<file path="config.mk">
export PLATFORM = sky130hd
export DESIGN_NAME = st4_mem_arbiter
export DESIGN_NICKNAME = d
export VERILOG_FILES = /design/src/rtl/st4_mem_pkg.sv /design/src/rtl/st4_mem_prio.sv /design/src/rtl/st4_mem_arbiter.sv
export SDC_FILE = /design/constraint.sdc
export NUM_CORES = 1
export LEC_CHECK = 0
export BUFFER_PORTS_ARGS = -buffer_cell sky130_fd_sc_hd__buf_2
export CAP_MARGIN = 30
export CORE_MARGIN = 5
export CORE_UTILIZATION = 52
export CTS_BUF_LIST = sky130_fd_sc_hd__clkbuf_2
export DETAILED_ROUTE_END_ITERATION = 7
export PLACE_DENSITY_LB_ADDON = 0.2
export SLEW_MARGIN = 0
export SYNTH_ARGS = -nofsm -noshare
export SYNTH_HDL_FRONTEND = slang
export SYNTH_SLANG_ARGS = --single-unit
</file>
<file path="constraint.sdc">
create_clock -name clk -period 5.73 [get_ports clk]
set_input_delay 0.2865 -clock clk [delete_from_list [all_inputs] [get_ports clk]]
set_output_delay 0.2865 -clock clk [all_outputs]
set_load 0.02 [all_outputs]
</file>
<file path="src/rtl/st4_mem_pkg.sv">
// Shared definitions for the stage-4 data memory arbiter and its memory interface.
package st4_mem_pkg;

  // Memory operation codes on mem_MemWrite / mem_MemRead.
  localparam logic [1:0] MEM_OP_NONE = 2'b00;
  localparam logic [1:0] MEM_OP_WORD = 2'b01;
  localparam logic [1:0] MEM_OP_BYTE = 2'b10;

  // Arbiter FSM: RMW_WR is the write half of a byte-store read-modify-write.
  typedef enum logic {
    IDLE   = 1'b0,
    RMW_WR = 1'b1
  } arb_state_e;

endpackage

</file>
<file path="src/rtl/st4_mem_prio.sv">
// Two-port grant logic with a saturating starvation counter for port 1.
module st4_mem_prio #(
  parameter int unsigned STARVE_MAX = 4
) (
  input  logic clk,
  input  logic rst,
  input  logic arb_en,
  input  logic p0_valid,
  input  logic p1_valid,
  output logic grant0,
  output logic grant1
);

  localparam int unsigned CNT_W = $clog2(STARVE_MAX + 1);

  logic [CNT_W-1:0] starve_cnt;
  logic             starved;

  // One grant per cycle: a starved port 1 first, then port 0, then port 1.
  always_comb begin
    starved = (starve_cnt == CNT_W'(STARVE_MAX));
    grant0  = 1'b0;
    grant1  = 1'b0;
    if (arb_en) begin
      if (p1_valid && starved) begin
        grant1 = 1'b1;
      end else if (p0_valid) begin
        grant0 = 1'b1;
      end else if (p1_valid) begin
        grant1 = 1'b1;
      end
    end
  end

  // Count cycles port 1 waits; grants are blocked outside IDLE, so waiting there counts too.
  always_ff @(posedge clk or negedge rst) begin
    if (!rst) begin
      starve_cnt <= '0;
    end else if (grant1) begin
      starve_cnt <= '0;
    end else if (p1_valid && !starved) begin
      starve_cnt <= starve_cnt + 1'b1;
    end
  end

endmodule

</file>
<file path="src/rtl/st4_mem_arbiter.sv">
// Stage-4 data memory arbiter: pipeline MEM stage (port 0) vs. loader/debug (port 1).
// Byte stores are done as read-modify-write so the upper byte is preserved.
module st4_mem_arbiter
  import st4_mem_pkg::*;
#(
  parameter int unsigned DATA_W     = 16,
  parameter int unsigned ADDR_W     = 16,
  parameter int unsigned DEPTH      = 16,
  parameter int unsigned STARVE_MAX = 4
) (
  input  logic              clk,
  input  logic              rst,
  input  logic              p0_valid,
  input  logic              p0_write,
  input  logic              p0_byte,
  input  logic [ADDR_W-1:0] p0_addr,
  input  logic [DATA_W-1:0] p0_wdata,
  output logic              p0_ready,
  output logic              p0_rvalid,
  output logic [DATA_W-1:0] p0_rdata,
  output logic              p0_err,
  output logic              p0_stall,
  input  logic              p1_valid,
  input  logic              p1_write,
  input  logic              p1_byte,
  input  logic [ADDR_W-1:0] p1_addr,
  input  logic [DATA_W-1:0] p1_wdata,
  output logic              p1_ready,
  output logic              p1_rvalid,
  output logic [DATA_W-1:0] p1_rdata,
  output logic              p1_err,
  output logic [1:0]        mem_MemWrite,
  output logic [1:0]        mem_MemRead,
  output logic [ADDR_W-1:0] mem_Address,
  output logic [DATA_W-1:0] mem_WriteData,
  input  logic [DATA_W-1:0] mem_ReadData
);

  arb_state_e        state, state_nxt;
  logic              grant0, grant1;
  logic              sel_write, sel_byte, sel_oor;
  logic [ADDR_W-1:0] sel_addr;
  logic [DATA_W-1:0] sel_wdata;
  logic [DATA_W-1:0] load_data;
  logic              rmw_start;
  logic [ADDR_W-1:0] rmw_addr;
  logic [DATA_W-1:0] rmw_data;

  st4_mem_prio #(
    .STARVE_MAX(STARVE_MAX)
  ) u_prio (
    .clk     (clk),
    .rst     (rst),
    .arb_en  ((state == IDLE) && rst),
    .p0_valid(p0_valid),
    .p1_valid(p1_valid),
    .grant0  (grant0),
    .grant1  (grant1)
  );

  assign p0_ready = grant0;
  assign p1_ready = grant1;
  assign p0_stall = p0_valid & ~grant0;

  // Select the granted request's fields and shape the load result.
  always_comb begin
    sel_write = p0_write;
    sel_byte  = p0_byte;
    sel_addr  = p0_addr;
    sel_wdata = p0_wdata;
    if (grant1) begin
      sel_write = p1_write;
      sel_byte  = p1_byte;
      sel_addr  = p1_addr;
      sel_wdata = p1_wdata;
    end
    sel_oor = (sel_addr >= ADDR_W'(DEPTH));
    if (sel_oor) begin
      load_data = '0;
    end else if (sel_byte) begin
      load_data = {{(DATA_W-8){1'b0}}, mem_ReadData[7:0]};
    end else begin
      load_data = mem_ReadData;
    end
  end

  // FSM state register.
  always_ff @(posedge clk or negedge rst) begin
    if (!rst) begin
      state <= IDLE;
    end else begin
      state <= state_nxt;
    end
  end

  // Next state and memory controls; out-of-range accesses touch nothing.
  always_comb begin
    state_nxt     = state;
    mem_MemWrite  = MEM_OP_NONE;
    mem_MemRead   = MEM_OP_NONE;
    mem_Address   = '0;
    mem_WriteData = '0;
    rmw_start     = 1'b0;
    case (state)
      IDLE: begin
        if ((grant0 || grant1) && !sel_oor) begin
          mem_Address = sel_addr;
          if (!sel_write) begin
            mem_MemRead = sel_byte ? MEM_OP_BYTE : MEM_OP_WORD;
          end else if (!sel_byte) begin
            mem_MemWrite  = MEM_OP_WORD;
            mem_WriteData = sel_wdata;
          end else begin
            mem_MemRead = MEM_OP_WORD;
            rmw_start   = 1'b1;
            state_nxt   = RMW_WR;
          end
        end
      end
      RMW_WR: begin
        mem_MemWrite  = MEM_OP_WORD;
        mem_Address   = rmw_addr;
        mem_WriteData = rmw_data;
        state_nxt     = IDLE;
      end
      default: state_nxt = IDLE;
    endcase
    if (!rst) begin
      mem_MemWrite  = MEM_OP_NONE;
      mem_MemRead   = MEM_OP_NONE;
      mem_Address   = '0;
      mem_WriteData = '0;
    end
  end

  // Capture the merged word for the write half of a byte store.
  always_ff @(posedge clk or negedge rst) begin
    if (!rst) begin
      rmw_addr <= '0;
      rmw_data <= '0;
    end else if (rmw_start) begin
      rmw_addr <= sel_addr;
      rmw_data <= {mem_ReadData[DATA_W-1:8], sel_wdata[7:0]};
    end
  end

  // Response registers: rvalid/err pulse one cycle after accept, rdata holds.
  always_ff @(posedge clk or negedge rst) begin
    if (!rst) begin
      p0_rvalid <= 1'b0;
      p1_rvalid <= 1'b0;
      p0_err    <= 1'b0;
      p1_err    <= 1'b0;
      p0_rdata  <= '0;
      p1_rdata  <= '0;
    end else begin
      p0_rvalid <= grant0 && !sel_write;
      p1_rvalid <= grant1 && !sel_write;
      p0_err    <= grant0 && sel_oor;
      p1_err    <= grant1 && sel_oor;
      if (grant0 && !sel_write) begin
        p0_rdata <= load_data;
      end
      if (grant1 && !sel_write) begin
        p1_rdata <= load_data;
      end
    end
  end

endmodule

</file>
# Word-level counts from Yosys, hierarchy flattened
# Index checks and enable logic that the tools add are counted.
# totals
out_inout_bits	75
input_bits	88
reg_bits	72
# op_classes
n_reduce_logical	13
bitwise	3
order_cmp	1
n_eq_ne	1
addsub	1
muxes	39
# ops
operator	n
2-to-1 mux 16 bit	10
one-hot mux 16 bit (2 select lines)	2
2-to-1 mux 1 bit	17
greater-or-equal comparator 16 x 5 -> 1 bit, second input constant	1
2-to-1 mux 2 bit	6
logical AND 1 bit	8
2-to-1 mux 3 bit	2
one-hot mux 2 bit (2 select lines)	1
adder 3 x 1 -> 3 bit, second input constant	1
equality test 3 bit, second input constant	1
zero test 1 bit	3
inverter 1 bit	2
one-hot mux 1 bit (2 select lines)	1
nonzero test 2 bit	1
bitwise AND 1 bit	1
logical OR 1 bit	1

# Logic depth before layout (Yosys ltp)
# logic_depth
ltp_word	11
ltp_mapped	15
depth_no_buf	11

# Modules after synthesis
# A second synthesis with hierarchy kept.
# hier_totals
hier_cells	356
hier_area_um2	3553.4
# modules_own_cells
module	cells_each	area_each_um2	seq_area_each_um2	n_inst
st4_mem_arbiter	334	3350.7	1726.7	1
st4_mem_prio	22	202.7	75.1	1

# Worst setup path after synthesis
# Ideal clock, no wire load.
# synth_timing
kind	reg-to-reg
start	register u_prio.starve_cnt[0]
end	register rmw_data[10]
path_stages_with_launch	15
setup_time_ps	125
arrival_time_ps	2511
path_slack_ps	3094
synth_period_minus_slack_ps	2636
path_cell_list	dfrtp_1 > inv_1 > ha_1 > a21bo_2 > nand3_2 > buf_6 > buf_2 > mux2i_1 > inv_1 > ha_1 > o211a_1 > nand2_4 > inv_2 > buf_6 > mux2_4
# synth_between
elab_chain_len	10
elab_cells_between_ends	17
classes_between	order compare: 1; eq/ne: 1; mux: 11; reduce/logical: 4
# synth_lines
element	line	text
start: declaration	st4_mem_prio.sv:16	logic [CNT_W-1:0] starve_cnt;
start signal: assignment	st4_mem_prio.sv:42	starve_cnt <= starve_cnt + 1'b1;
equality test 3 bit *	st4_mem_prio.sv:21	starved = (starve_cnt == CNT_W'(STARVE_MAX));
logical AND 1 bit *	st4_mem_prio.sv:25	if (p1_valid && starved) begin
2-to-1 mux 1 bit	st4_mem_prio.sv:25	
2-to-1 mux 1 bit	st4_mem_prio.sv:24	if (arb_en) begin
2-to-1 mux 16 bit	st4_mem_arbiter.sv:71	if (grant1) begin
greater-or-equal comparator 16 x 5 -> 1 bit	st4_mem_arbiter.sv:77	sel_oor = (sel_addr >= ADDR_W'(DEPTH));
zero test 1 bit	st4_mem_arbiter.sv:106	if ((grant0 || grant1) && !sel_oor) begin
logical AND 1 bit	st4_mem_arbiter.sv:106	
2-to-1 mux 1 bit *	st4_mem_arbiter.sv:106	
2-to-1 mux 1 bit *	st4_mem_arbiter.sv:104	case (state)
end signal: assignment	st4_mem_arbiter.sv:143	rmw_data <= {mem_ReadData[DATA_W-1:8], sel_wdata[7:0]};
end: declaration	st4_mem_arbiter.sv:47	logic [DATA_W-1:0] rmw_data;
# Mark *: on every way between the ends. The rest lies on a longest branch, timed or not.
# A chain may end at the register's enable or synchronous reset.

# Final worst setup path
# layout_timing
start	register state
end	register rmw_data[9]
# layout_between
elab_chain_len	9
elab_cells_between_ends	15
classes_between	order compare: 1; mux: 9; bitwise: 1; reduce/logical: 4
# layout_lines
element	line	text
start: declaration	st4_mem_arbiter.sv:39	arb_state_e state, state_nxt;
start signal: assignment	st4_mem_arbiter.sv:92	state <= state_nxt;
inverter 1 bit	-	
logical AND 1 bit	st4_mem_arbiter.sv:54	.arb_en ((state == IDLE) && rst),
2-to-1 mux 1 bit	st4_mem_prio.sv:24	
2-to-1 mux 16 bit	st4_mem_arbiter.sv:71	
greater-or-equal comparator 16 x 5 -> 1 bit	st4_mem_arbiter.sv:77	
zero test 1 bit	st4_mem_arbiter.sv:106	
logical AND 1 bit	st4_mem_arbiter.sv:106	
2-to-1 mux 1 bit	st4_mem_arbiter.sv:106	
2-to-1 mux 1 bit *	st4_mem_arbiter.sv:104	
# Marked as above.

==> metrics.txt <==
Synth Area in Simple Gates=22.6%; f_max=272 MHz; vias per cell=5.33; final wirelength=9880 µm; Psw=272 µW; Power Internal=730 µW; post-synthesis xor/xnor area fraction=0%; Final Hold Vio Count=0; number of max-cap violations=0; top cell type's share of synthesized area=50.0%; CP Buf/Inv Count=2; synthesized area=3600 µm²; worst-skew pair later-pin latency=0.52 ns; via total after detailed routing=3344; Combinational Power Share=14.1%; HPWL Detailed=7420 µm; CTS root buf=clkbuf_2; DRC=0; Core Area=6760 µm²; GR met2 Demand/Resource=37.4%; Worst Hold Class=in2async; setup violators final=0; Post-Layout Cell Count=627; count of input and output buffers=161; Area contributors post-synth=dfrtp_1, nand2_1, mux2i_1; vias in the first global route=3349; Top Usage Layer GRT=met2; CTS tree=yes; worst path arrival time=4.08 ns; Die ar.=8690 µm²; # fillers=569; power per cell area=214 nW/µm²; Die Span Y=93.2 µm; clock-pin slew on the worst setup and hold paths=0.20 ns; outcome=complete, no violations; total track usage=22.9%; Post-CTS Setup Repair Bufs=0; largest family of logic cells by synthesized area=simple AND/OR/NAND/NOR gates; delay-heaviest family, CP=simple AND/OR/NAND/NOR gates; Synth Area in Compound Gates=10.9%; count of pins over their slew limit=0; crit-path max cell delay=0.70 ns; crit end category=flop; WL/cell=15.8 µm; met3 usage=5.79%; critical path class=reg2reg; Peak VDD IR=128 µV; GPL Wtd Cong=0.795; met1 Usage GRT=30.7%; Leakage=0.00275 µW; Flop pwr share=52.7%; Slew headroom=36.6%; Rows=30; cell breakdown of the critical path=and2b_4 > nand3_2 > mux2i_1 > inv_1 > ha_1 > o211a_1 > nand2_4 > inv_2 > mux2_2; clock skew=0.0299 ns; syn_area_per_cell=9.58 µm²; Detailed Route Iter0 Violations=135; critical path peak fanout=27; CTS buffer count=9; most frequent cells in the layout=buf_2, nand2_1, dfrtp_1, o21ai_0, a21oi_1; H-tree levels=3; I/O pins=163; Placed Cells=596; clock sink count=72; crit path max-delay cell type=nand3_2; die width=93.2 µm; Adder-Cell Fraction of Synth Area=1.74%; Synth warnings=0; Worst Tran Pin Value=0.951 ns; Synth Net Count=469; TritonRoute pass-1 iters=4; most common flop cell mapped by yosys=dfrtp_1; most common cell after layout, fill and taps aside=buf_2; number of synthesized flops with an enable pin=0; Antenna Cells=0; Routed Antenna Nets=0; Final period util=64.3%; Synth cell types=41; Yosys top cell by area=dfrtp_1; Tmin final=3.68 ns; gr ovfl total=0; first-pass GRT wire length=15800 µm; Clk network pwr share=33.2%; Post-synth ARST share=100%; mux cell area share after synthesis=9.56%; pin count of the biggest net entering global routing=86; Net Sw Frac=27.2%; register area share after synthesis=50.0%; Final nets=635; Mapped Cells=376; area delta synth->final=29.8%; share of layout cells above drive strength 1=36.4%; Initial Utilization=53.3%; worst hold slack=0.0364 ns; CTS Buffer Depth=2; Post-Route Setup TNS=0 ns; critical path required time=6.13 ns; CP Launch Type=flop; RSZ-0062 raised after global routing=no; initial antenna violation count=0; Synth Register Bits=72
==> timing repair <==
action | in CTS | in global routing
gates resized for setup | 0 | 0
hold endpoints to repair | 23 | 1
hold buffers | 14 | 1
==> worst paths after layout <==
path	start	endpoint	slack [ns]	depth (start not counted)
setup / recovery	state$_DFF_PN0_	rmw_data[9]$_DFFE_PN0P_	2.05	9
hold / removal	rst	p0_err$_DFF_PN0_	0.04	2
setup reg to reg	state$_DFF_PN0_	rmw_data[9]$_DFFE_PN0P_	2.05	9
hold reg to reg	p0_rdata[5]$_DFFE_PN0P_	p0_rdata[5]$_DFFE_PN0P_	0.50	2
max in group asynchronous	rst	u_prio.starve_cnt[0]$_DFFE_PN0P_	5.09	2
min in group clk	mem_ReadData[8]	p0_rdata[8]$_DFFE_PN0P_	0.04	3
==> final cells by class <==
type	count	area (µm²)	area share, %
clock buffer	10	50.0	1.07
clock inverter	6	93.8	2.01
inverter	10	45.0	0.964
multi-input combinational	272	1620	34.6
sequential	72	1800	38.5
tap	80	100	2.14
timing repair buffer	177	966	20.7
==> worst reg2reg max path, delay by kind of cell (launching register included) <==
kind                       cells  cell delay (ns)
and+or+nand+nor                3             1.23
DFF                            1             0.54
buffers and inverters          2             0.51
AOI/OAI and AO/OA              1             0.45
adders and majority gates      1             0.15
muxes                          2             0.72
==> synth_stat cells (7+ instances only) <==
cell type	instances
a21oi_1	25
and2_1	16
buf_2	7
nand2_1	87
o21ai_0	27
mux2i_1	22
dfrtp_1	72
clkbuf_1	8
o21ai_1	12
and3_1	13
nand3_1	19
nor4_1	9
==> per-layer routing <==
layer | up-vias | part of all wire, %
met4 | 0 | 0.72
met3 | 7 | 8.6
li1 | 1614 | -
met1 | 1571 | 44
met2 | 152 | 47
met5 | - | 0
==> cells by family (layout without fill, tap and decap cells) <==
family,after synthesis,count (layout)
buffers and inverters,32,203
and+or+nand+nor,164,164
adders and majority gates,5,5
muxes,31,31
DFF,72,72
AOI/OAI and AO/OA,71,71
other,1,1
==> power by group through the flow <==
stage	Combinational (µW)	Clock (µW)	Sequential, µW
2_1_floorplan	70.4	0	537
3_3_place_gp	129	0	535
3_5_place_dp	134	0	536
4_1_cts	142	336	527
5_1_grt	157	358	529
6_report	141	333	528
==> sequential cells by signal (all words and copies together), names as in the netlist <==
| signal | count |
|---|---|
| p0_rdata | 16 |
| p1_rdata | 16 |
| rmw_addr | 16 |
| rmw_data | 16 |
| u_prio.starve_cnt | 3 |
| p0_err | 1 |
| p0_rvalid | 1 |
| p1_err | 1 |
| p1_rvalid | 1 |
| state | 1 |
==> through the flow <==
stage	cell area (µm²)	total power (µW)	utilization, %	setup slack, ns
2_1_floorplan	3600	608	-	3.09
3_3_place_gp	4380	664	64.8	2.25
3_5_place_dp	4380	670	64.8	2.10
4_1_cts	4660	1010	69.0	2.09
5_1_grt	4670	1040	69.2	1.84
6_report	4670	1000	69.2	2.05
(Power assumes the default switching activity.)
